==> src/rtl/cpu_bus_initiator_pkg.sv <==
// Shared types and constants for the NES/Famicom CPU-side bus initiator.
// Contents: bus phase enum, latched request struct, address-space constants,
// and a helper that tells whether an address decodes to cartridge ROM space.
package cpu_bus_pkg;

  localparam int unsigned ADDR_W        = 16;
  localparam int unsigned CPU_ADDR_W    = 15;
  localparam int unsigned DATA_W        = 8;
  localparam int unsigned ROM_SPACE_BIT = 15;

  localparam logic [ADDR_W-1:0] IDLE_ADDR_DEFAULT = 16'h0000;

  typedef enum logic [1:0] {
    IDLE = 2'd0,
    LOW  = 2'd1,
    HIGH = 2'd2
  } phase_e;

  typedef struct packed {
    logic [ADDR_W-1:0] addr;
    logic              rw;     // 1 = read, 0 = write
    logic [DATA_W-1:0] wdata;
  } bus_req_t;

  function automatic logic is_rom(input logic [ADDR_W-1:0] addr);
    return addr[ROM_SPACE_BIT];
  endfunction

endpackage

==> src/rtl/cpu_bus_initiator_if.sv <==
// Host request/response and cartridge CPU-bus signals of the bus initiator.
// master: the initiator (drives req_ready, rsp_*, M2, /ROMSEL, R/W, A, data, irq_pending).
// slave : the host + cartridge environment facing it.
interface cpu_bus_initiator_if;
  import cpu_bus_pkg::*;

  logic                  req_valid;
  logic                  req_ready;
  logic [ADDR_W-1:0]     req_addr;
  logic                  req_rw;
  logic [DATA_W-1:0]     req_wdata;
  logic                  rsp_valid;
  logic [DATA_W-1:0]     rsp_rdata;
  logic                  m2;
  logic                  romsel;
  logic                  cpu_rw;
  logic [CPU_ADDR_W-1:0] cpu_addr;
  logic [DATA_W-1:0]     cpu_data_out;
  logic                  cpu_data_oe;
  logic [DATA_W-1:0]     cpu_data_in;
  logic                  irq_n;
  logic                  irq_pending;

  modport master (
    input  req_valid, req_addr, req_rw, req_wdata, cpu_data_in, irq_n,
    output req_ready, rsp_valid, rsp_rdata, m2, romsel, cpu_rw, cpu_addr,
           cpu_data_out, cpu_data_oe, irq_pending
  );

  modport slave (
    output req_valid, req_addr, req_rw, req_wdata, cpu_data_in, irq_n,
    input  req_ready, rsp_valid, rsp_rdata, m2, romsel, cpu_rw, cpu_addr,
           cpu_data_out, cpu_data_oe, irq_pending
  );

endinterface

==> src/rtl/cpu_bus_initiator_sync_2ff.sv <==
// Two-flop synchroniser for an asynchronous active-low level; both flops reset to 1.
// Ports: clk, rst_n (async active-low), d_i (async input), q_o (synchronised output).
module sync_2ff (
  input  logic clk,
  input  logic rst_n,
  input  logic d_i,
  output logic q_o
);

  logic [1:0] sync_q;

  always_ff @(posedge clk or negedge rst_n) begin
    if (!rst_n) sync_q <= 2'b11;
    else        sync_q <= {sync_q[0], d_i};
  end

  assign q_o = sync_q[1];

endmodule

==> src/rtl/cpu_bus_initiator.sv <==
// Console-side CPU bus master for a Famicom/NES cartridge: turns host
// valid/ready requests into M2 bus cycles (LOW half then HIGH half, HALF_PERIOD
// clk each), returns read data and a synchronised cartridge IRQ.
// Ports: clk, rst_n (async active-low), bus (cpu_bus_initiator_if.master):
//   host side req_valid/req_ready/req_addr/req_rw/req_wdata, rsp_valid/rsp_rdata;
//   cartridge side m2, romsel, cpu_rw, cpu_addr, cpu_data_out/oe, cpu_data_in,
//   irq_n in, irq_pending out.
// Build option: CPU_BUS_M2_FREE_RUN_EN keeps M2 running with dummy reads at
// IDLE_ADDR instead of parking in IDLE when the host is quiet.
module cpu_bus_initiator
  import cpu_bus_pkg::*;
#(
  parameter int unsigned       HALF_PERIOD = 6,
  parameter int unsigned       WR_DELAY    = 2,
  parameter logic [ADDR_W-1:0] IDLE_ADDR   = IDLE_ADDR_DEFAULT
) (
  input logic                 clk,
  input logic                 rst_n,
  cpu_bus_initiator_if.master bus
);

  localparam int unsigned     CNT_W    = $clog2(HALF_PERIOD);
  localparam logic [CNT_W-1:0] CNT_LAST = CNT_W'(HALF_PERIOD - 1);
  localparam logic [CNT_W-1:0] WR_AT    = CNT_W'(WR_DELAY);
`ifdef CPU_BUS_M2_FREE_RUN_EN
  localparam bit FREE_RUN = 1'b1;
`else
  localparam bit FREE_RUN = 1'b0;
`endif

  phase_e                state_q, state_d;
  logic [CNT_W-1:0]      cnt_q, cnt_d;
  bus_req_t              req_q, req_d;
  logic                  active_q, active_d;   // current cycle belongs to the host
  logic                  m2_q, m2_d;
  logic                  romsel_q, romsel_d;
  logic                  cpu_rw_q, cpu_rw_d;
  logic [CPU_ADDR_W-1:0] cpu_addr_q, cpu_addr_d;
  logic [DATA_W-1:0]     data_out_q, data_out_d;
  logic                  oe_q, oe_d;
  logic                  rsp_valid_q, rsp_valid_d;
  logic [DATA_W-1:0]     rsp_rdata_q, rsp_rdata_d;
  logic                  irq_pending_q;
  logic                  irq_sync;
  logic                  boundary_c, ready_c, accept_c;

  // Next cycle / next output values; outputs are derived from the next state so they leave flops.
  always_comb begin
    state_d     = state_q;
    cnt_d       = cnt_q;
    req_d       = req_q;
    active_d    = active_q;
    cpu_rw_d    = cpu_rw_q;
    cpu_addr_d  = cpu_addr_q;
    data_out_d  = data_out_q;
    rsp_valid_d = 1'b0;
    rsp_rdata_d = rsp_rdata_q;

    boundary_c = (state_q == HIGH) && (cnt_q == CNT_LAST);
    ready_c    = boundary_c || (state_q == IDLE);
    accept_c   = bus.req_valid && ready_c;

    // Completion of a host cycle: read data is sampled on the last clk of M2 high.
    if (boundary_c && active_q) begin
      rsp_valid_d = 1'b1;
      if (req_q.rw) rsp_rdata_d = bus.cpu_data_in;
    end

    unique case (state_q)
      IDLE: ;
      LOW: begin
        // Only the post-reset LOW can be non-host; without free-run it parks at once.
        if (!FREE_RUN && !active_q) begin
          state_d = IDLE;
        end else if (cnt_q == CNT_LAST) begin
          state_d = HIGH;
          cnt_d   = '0;
        end else begin
          cnt_d = cnt_q + CNT_W'(1);
        end
      end
      HIGH: begin
        if (cnt_q != CNT_LAST) cnt_d = cnt_q + CNT_W'(1);
        else if (!accept_c && FREE_RUN) begin
          state_d    = LOW;
          cnt_d      = '0;
          req_d      = '{addr: IDLE_ADDR, rw: 1'b1, wdata: '0};
          active_d   = 1'b0;
          cpu_addr_d = IDLE_ADDR[CPU_ADDR_W-1:0];
          cpu_rw_d   = 1'b1;
        end else if (!accept_c) begin
          state_d  = IDLE;
          active_d = 1'b0;
          cpu_rw_d = 1'b1;
        end
      end
      default: state_d = IDLE;
    endcase

    // Accepted request starts a fresh bus cycle on the next clk.
    if (accept_c) begin
      state_d    = LOW;
      cnt_d      = '0;
      req_d      = '{addr: bus.req_addr, rw: bus.req_rw, wdata: bus.req_wdata};
      active_d   = 1'b1;
      cpu_addr_d = bus.req_addr[CPU_ADDR_W-1:0];
      cpu_rw_d   = bus.req_rw;
    end

    m2_d     = (state_d == HIGH);
    romsel_d = ~(is_rom(req_d.addr) && (state_d == HIGH));
    oe_d     = (state_d == HIGH) && (cnt_d >= WR_AT) && !req_d.rw && active_d;
    if (oe_d) data_out_d = req_d.wdata;
  end

  // All state and pad-facing registers.
  always_ff @(posedge clk or negedge rst_n) begin
    if (!rst_n) begin
      state_q       <= LOW;
      cnt_q         <= '0;
      req_q         <= '{addr: IDLE_ADDR, rw: 1'b1, wdata: '0};
      active_q      <= 1'b0;
      m2_q          <= 1'b0;
      romsel_q      <= 1'b1;
      cpu_rw_q      <= 1'b1;
      cpu_addr_q    <= '0;
      data_out_q    <= '0;
      oe_q          <= 1'b0;
      rsp_valid_q   <= 1'b0;
      rsp_rdata_q   <= '0;
      irq_pending_q <= 1'b0;
    end else begin
      state_q       <= state_d;
      cnt_q         <= cnt_d;
      req_q         <= req_d;
      active_q      <= active_d;
      m2_q          <= m2_d;
      romsel_q      <= romsel_d;
      cpu_rw_q      <= cpu_rw_d;
      cpu_addr_q    <= cpu_addr_d;
      data_out_q    <= data_out_d;
      oe_q          <= oe_d;
      rsp_valid_q   <= rsp_valid_d;
      rsp_rdata_q   <= rsp_rdata_d;
      irq_pending_q <= ~irq_sync;
    end
  end

  sync_2ff u_irq_sync (
    .clk   (clk),
    .rst_n (rst_n),
    .d_i   (bus.irq_n),
    .q_o   (irq_sync)
  );

  assign bus.req_ready    = ready_c;
  assign bus.rsp_valid    = rsp_valid_q;
  assign bus.rsp_rdata    = rsp_rdata_q;
  assign bus.m2           = m2_q;
  assign bus.romsel       = romsel_q;
  assign bus.cpu_rw       = cpu_rw_q;
  assign bus.cpu_addr     = cpu_addr_q;
  assign bus.cpu_data_out = data_out_q;
  assign bus.cpu_data_oe  = oe_q;
  assign bus.irq_pending  = irq_pending_q;

endmodule
==> src/flat_wrapper.sv <==
// flat-port wrapper written by rule: the top's interface ports become plain ports
module cpu_bus_initiator_flat import cpu_bus_pkg::*;
#(
  parameter int unsigned       HALF_PERIOD = 6,
  parameter int unsigned       WR_DELAY    = 2,
  parameter logic [ADDR_W-1:0] IDLE_ADDR   = IDLE_ADDR_DEFAULT
)
  (clk, rst_n, bus_req_valid, bus_req_addr, bus_req_rw, bus_req_wdata, bus_cpu_data_in, bus_irq_n, bus_req_ready, bus_rsp_valid, bus_rsp_rdata, bus_m2, bus_romsel, bus_cpu_rw, bus_cpu_addr, bus_cpu_data_out, bus_cpu_data_oe, bus_irq_pending);
  cpu_bus_initiator_if bus_i ();
  input logic clk;
  input logic rst_n;
  input wire logic [$bits(bus_i.req_valid)-1:0] bus_req_valid;
  input wire logic [$bits(bus_i.req_addr)-1:0] bus_req_addr;
  input wire logic [$bits(bus_i.req_rw)-1:0] bus_req_rw;
  input wire logic [$bits(bus_i.req_wdata)-1:0] bus_req_wdata;
  input wire logic [$bits(bus_i.cpu_data_in)-1:0] bus_cpu_data_in;
  input wire logic [$bits(bus_i.irq_n)-1:0] bus_irq_n;
  output wire logic [$bits(bus_i.req_ready)-1:0] bus_req_ready;
  output wire logic [$bits(bus_i.rsp_valid)-1:0] bus_rsp_valid;
  output wire logic [$bits(bus_i.rsp_rdata)-1:0] bus_rsp_rdata;
  output wire logic [$bits(bus_i.m2)-1:0] bus_m2;
  output wire logic [$bits(bus_i.romsel)-1:0] bus_romsel;
  output wire logic [$bits(bus_i.cpu_rw)-1:0] bus_cpu_rw;
  output wire logic [$bits(bus_i.cpu_addr)-1:0] bus_cpu_addr;
  output wire logic [$bits(bus_i.cpu_data_out)-1:0] bus_cpu_data_out;
  output wire logic [$bits(bus_i.cpu_data_oe)-1:0] bus_cpu_data_oe;
  output wire logic [$bits(bus_i.irq_pending)-1:0] bus_irq_pending;
  assign bus_i.req_valid = bus_req_valid;
  assign bus_i.req_addr = bus_req_addr;
  assign bus_i.req_rw = bus_req_rw;
  assign bus_i.req_wdata = bus_req_wdata;
  assign bus_i.cpu_data_in = bus_cpu_data_in;
  assign bus_i.irq_n = bus_irq_n;
  assign bus_req_ready = bus_i.req_ready;
  assign bus_rsp_valid = bus_i.rsp_valid;
  assign bus_rsp_rdata = bus_i.rsp_rdata;
  assign bus_m2 = bus_i.m2;
  assign bus_romsel = bus_i.romsel;
  assign bus_cpu_rw = bus_i.cpu_rw;
  assign bus_cpu_addr = bus_i.cpu_addr;
  assign bus_cpu_data_out = bus_i.cpu_data_out;
  assign bus_cpu_data_oe = bus_i.cpu_data_oe;
  assign bus_irq_pending = bus_i.irq_pending;
  cpu_bus_initiator #(.HALF_PERIOD(HALF_PERIOD), .WR_DELAY(WR_DELAY), .IDLE_ADDR(IDLE_ADDR)) u_core (.clk(clk), .rst_n(rst_n), .bus(bus_i));
endmodule
==> config.mk <==
export PLATFORM = sky130hd
export DESIGN_NAME = cpu_bus_initiator_flat
export DESIGN_NICKNAME = d
export VERILOG_FILES = /design/src/rtl/cpu_bus_initiator_pkg.sv /design/src/rtl/cpu_bus_initiator_if.sv /design/src/rtl/cpu_bus_initiator_sync_2ff.sv /design/src/rtl/cpu_bus_initiator.sv /design/src/flat_wrapper.sv
export SDC_FILE = /design/constraint.sdc
export NUM_CORES = 1
export LEC_CHECK = 0
export CELL_PAD_IN_SITES_DETAIL_PLACEMENT = 1
export CELL_PAD_IN_SITES_GLOBAL_PLACEMENT = 1
export CORE_UTILIZATION = 50
export CTS_CLUSTER_DIAMETER = 200
export DETAILED_ROUTE_END_ITERATION = 16
export DONT_BUFFER_PORTS = 1
export GPL_TIMING_DRIVEN = 0
export PLACE_DENSITY_LB_ADDON = 0.1
export SKIP_CTS_REPAIR_TIMING = 1
export SLEW_MARGIN = 15
export SYNTH_ARGS = -nofsm -noshare
export SYNTH_HDL_FRONTEND = slang
export SYNTH_SLANG_ARGS = --single-unit
==> constraint.sdc <==
create_clock -name clk -period 5.5 [get_ports clk]
set_clock_uncertainty 0.2 [all_clocks]
set_input_delay 0.825 -clock clk [delete_from_list [all_inputs] [get_ports clk]]
set_output_delay 0.825 -clock clk [all_outputs]
set_load 0.01 [all_outputs]
==> reports/qor.yml <==
final_layout:
  num-fill-cells: 494
  fin_nets: 275
  final-seq-area_um2: 1384
  layout_common_cells: "82 x nand2_1, 49 x dfrtp_1, 16 x mux2_2"
  syn2layout_area_growth_pct: 8.816
  finalNonFillerCells: 284
  layout_commonest_cell: "nand2_1"
  postLayoutCoreUtil: 0.5769
  multi_input_area_um2: 807.0
  diodes: 0
  drive_gt1_frac: 0.2069
clocking:
  cts_num_sinks: 55
  clk_pin_slew_ns: 0.10
  htree_num_levels: 2
  cts_tree: "yes"
  clock_latency_ns: 0.31
  clk_root_buffer_cell: "clkbuf_8"
  clock_path_buffers: 2
  cts_buffers: 5
sta:
  min_period_ns: 2.917
  slew_viol_final: 0
  finalCritPeriodShare: 0.5303
  fmax_ghz: 0.3428
  setup_viol: 0
  grt_setup_unrepaired: "no"
  hold_viol: 0
  slew_headroom: 0.5767
  fin_setup_tns_ns: 0
  whs_ns: 0.1401
  max_slew.worst_pin.slew_ns: 0.6349
yosys:
  yosys_warnings: 0
  synth_edf_count: 0
  ys_seq_area_frac: 0.5874
  yosys_register_bits: 55
  synth_top_area_share: 0.5204
  ys_types: 29
  avgSynthCellArea_um2: 10.57
  synth_ff_type: "dfrtp_1"
  synthTopCellsByArea: "dfrtp_1 52%, nand2_1 13%, mux2_2 7.6%"
  syn-num-nets: 267
  synthesis.area_um2: 2356
  syn_inst: 223
  async_flop_share: 1.000
  synth_area_leader_cell: "dfrtp_1"
setup_path:
  critPathLaunchType: "flop"
  worst_path_dominant_cell_family: "compound AO/OA/AOI/OAI gates"
  max_stage_delay_ns: 0.58
  cp.arrival_ns: 2.92
  crit_chain: "inv_1 > ha_1 > a211o_1 > o2111ai_1 > nand4_1 > a211oi_4 > mux2_2"
  critical_path_class: "flop to flop"
  critPathBufInv: 1
  required_ns: 5.50
  crit_path_top_delay_cell: "dfstp_2"
  end_kind: "flop"
  worstPathMaxFanout: 9
floorplan:
  num_rows: 24
  ios: 75
  die_w_um: 70.65
  fp.dieH_um: 70.65
  die-area_um2: 4991
  coreArea_um2: 4444
  start_util: 0.5301
placed_design:
  numPortBuffers: 0
  dp_cells: 275
  hpwlAfterDp_mm: 3.750
  place.gp.congestion: 0.7710
detailed_routing:
  drt_wl_total_mm: 5.205
  vias: 1581
  drtIter0Drc: 71
  dr.pass1.iters: 10
  post_drt_wl_per_cell_um: 18.33
  route.detailed.drc: 4
  ant_nets: 0
  routed_via_density: 5.567
outcome:
  status: "finished with violations"
  violations: "DRC"
pwr:
  p_leak_uw: 0.001305
  power_uw: 1267
  powerDensity_nw_per_um2: 494.4
  ir_worst_vdd_v: 0.0003366
job:
  cap_viol_max_count: 0
global_routing:
  grtUsageTotal: 0.2197
  antenna_found_initial: 0
  grt_first_pass_wirelength_mm: 8.390
  grt_max_degree: 56
  grt-ovfl-total: 0
  first_global_vias: 1686
hold_path:
  hold_class: "input pin to asynchronous set/reset pin"
==> report_power, final <==
group          total (uW)  switching [uW]  leakage, uW  internal, uW
Sequential            588            65.0     0.000681           523
Clock                 273             136    0.0000548           137
Combinational         407             237     0.000569           170
Total                1270             437      0.00130           830
==> flip-flops by register name (all words and copies together) (netlist names) <==
| register | flops |
|---|---|
| u_core.u_irq_sync.sync_q | 2 |
| u_core.state_q | 2 |
| u_core.bus.m2 | 1 |
| u_core.bus.rsp_rdata | 8 |
| u_core.req_q | 25 |
| u_core.active_q | 1 |
| u_core.bus.rsp_valid | 1 |
| u_core.bus.romsel | 1 |
| u_core.bus.irq_pending | 1 |
| u_core.bus.cpu_rw | 1 |
| u_core.bus.cpu_data_oe | 1 |
| u_core.cnt_q | 3 |
| u_core.bus.cpu_data_out | 8 |
==> routing by layer <==
metal	track usage	share of wire
met1	0.2519	0.39
met2	0.3970	0.53
met3	0.05840	0.051
met4	0.08000	0.023
met5	0	0
==> Yosys cell counts, types with 2 or more instances <==
master / count
and2_1: 2
nand3_1: 2
dfstp_2: 6
o21ai_0: 3
inv_1: 8
a21oi_1: 5
nor2_1: 3
nand2_1: 82
buf_4: 15
nand2b_1: 3
dfrtp_1: 49
clkbuf_1: 6
and3_1: 2
ha_1: 7
mux2_2: 16
==> worst paths after layout <==
| check | from | to | slack, ns | cells past startpoint |
|---|---|---|---|---|
| worst max-delay path | u_core.state_q[0] | u_core.bus.cpu_data_out[2] | 2.58 | 7 |
| worst min-delay path | rst_n | u_core.u_irq_sync.sync_q[0] | 0.14 | 0 |
| min in group clk | u_core.u_irq_sync.sync_q[0] | u_core.u_irq_sync.sync_q[1] | 0.16 | 0 |
| worst max register to register | u_core.state_q[0] | u_core.bus.cpu_data_out[2] | 2.58 | 7 |
| worst min register to register | u_core.u_irq_sync.sync_q[0] | u_core.u_irq_sync.sync_q[1] | 0.16 | 0 |
| max in group asynchronous | rst_n | u_core.bus.rsp_valid | 4.73 | 1 |
==> per-stage QoR <==
step                      area, um2  setup WS, ns
after global placement         2421         2.728
after global routing           2564         2.446
final                          2564         2.583
after floorplan                2356         2.919
after detailed placement       2421         2.601
after CTS                      2536         2.572
==> layout make-up <==
type / count / area share
flip-flops and latches: 55 / 0.5398
multi-input cells: 139 / 0.3148
plain buffers: 21 / 0.05271
clock buffers: 5 / 0.02684
well taps: 52 / 0.02538
clock inverters: 3 / 0.01806
inverters: 8 / 0.01171
repair buffers: 1 / 0.01074
==> cells by family (layout without fill, tap and decap cells) <==
logic type / count (synthesis) / after routing / synth area share
adder cells (fa/ha/maj): 7 / 7 / 0.03717
buffers and inverters: 29 / 38 / 0.07010
flip-flops: 55 / 55 / 0.5874
AO/OA/AOI/OAI: 18 / 18 / 0.05629
AND/OR/NAND/NOR: 98 / 98 / 0.1726
multiplexers: 16 / 16 / 0.07647
Note: power is estimated with default switching activity, not from simulation.
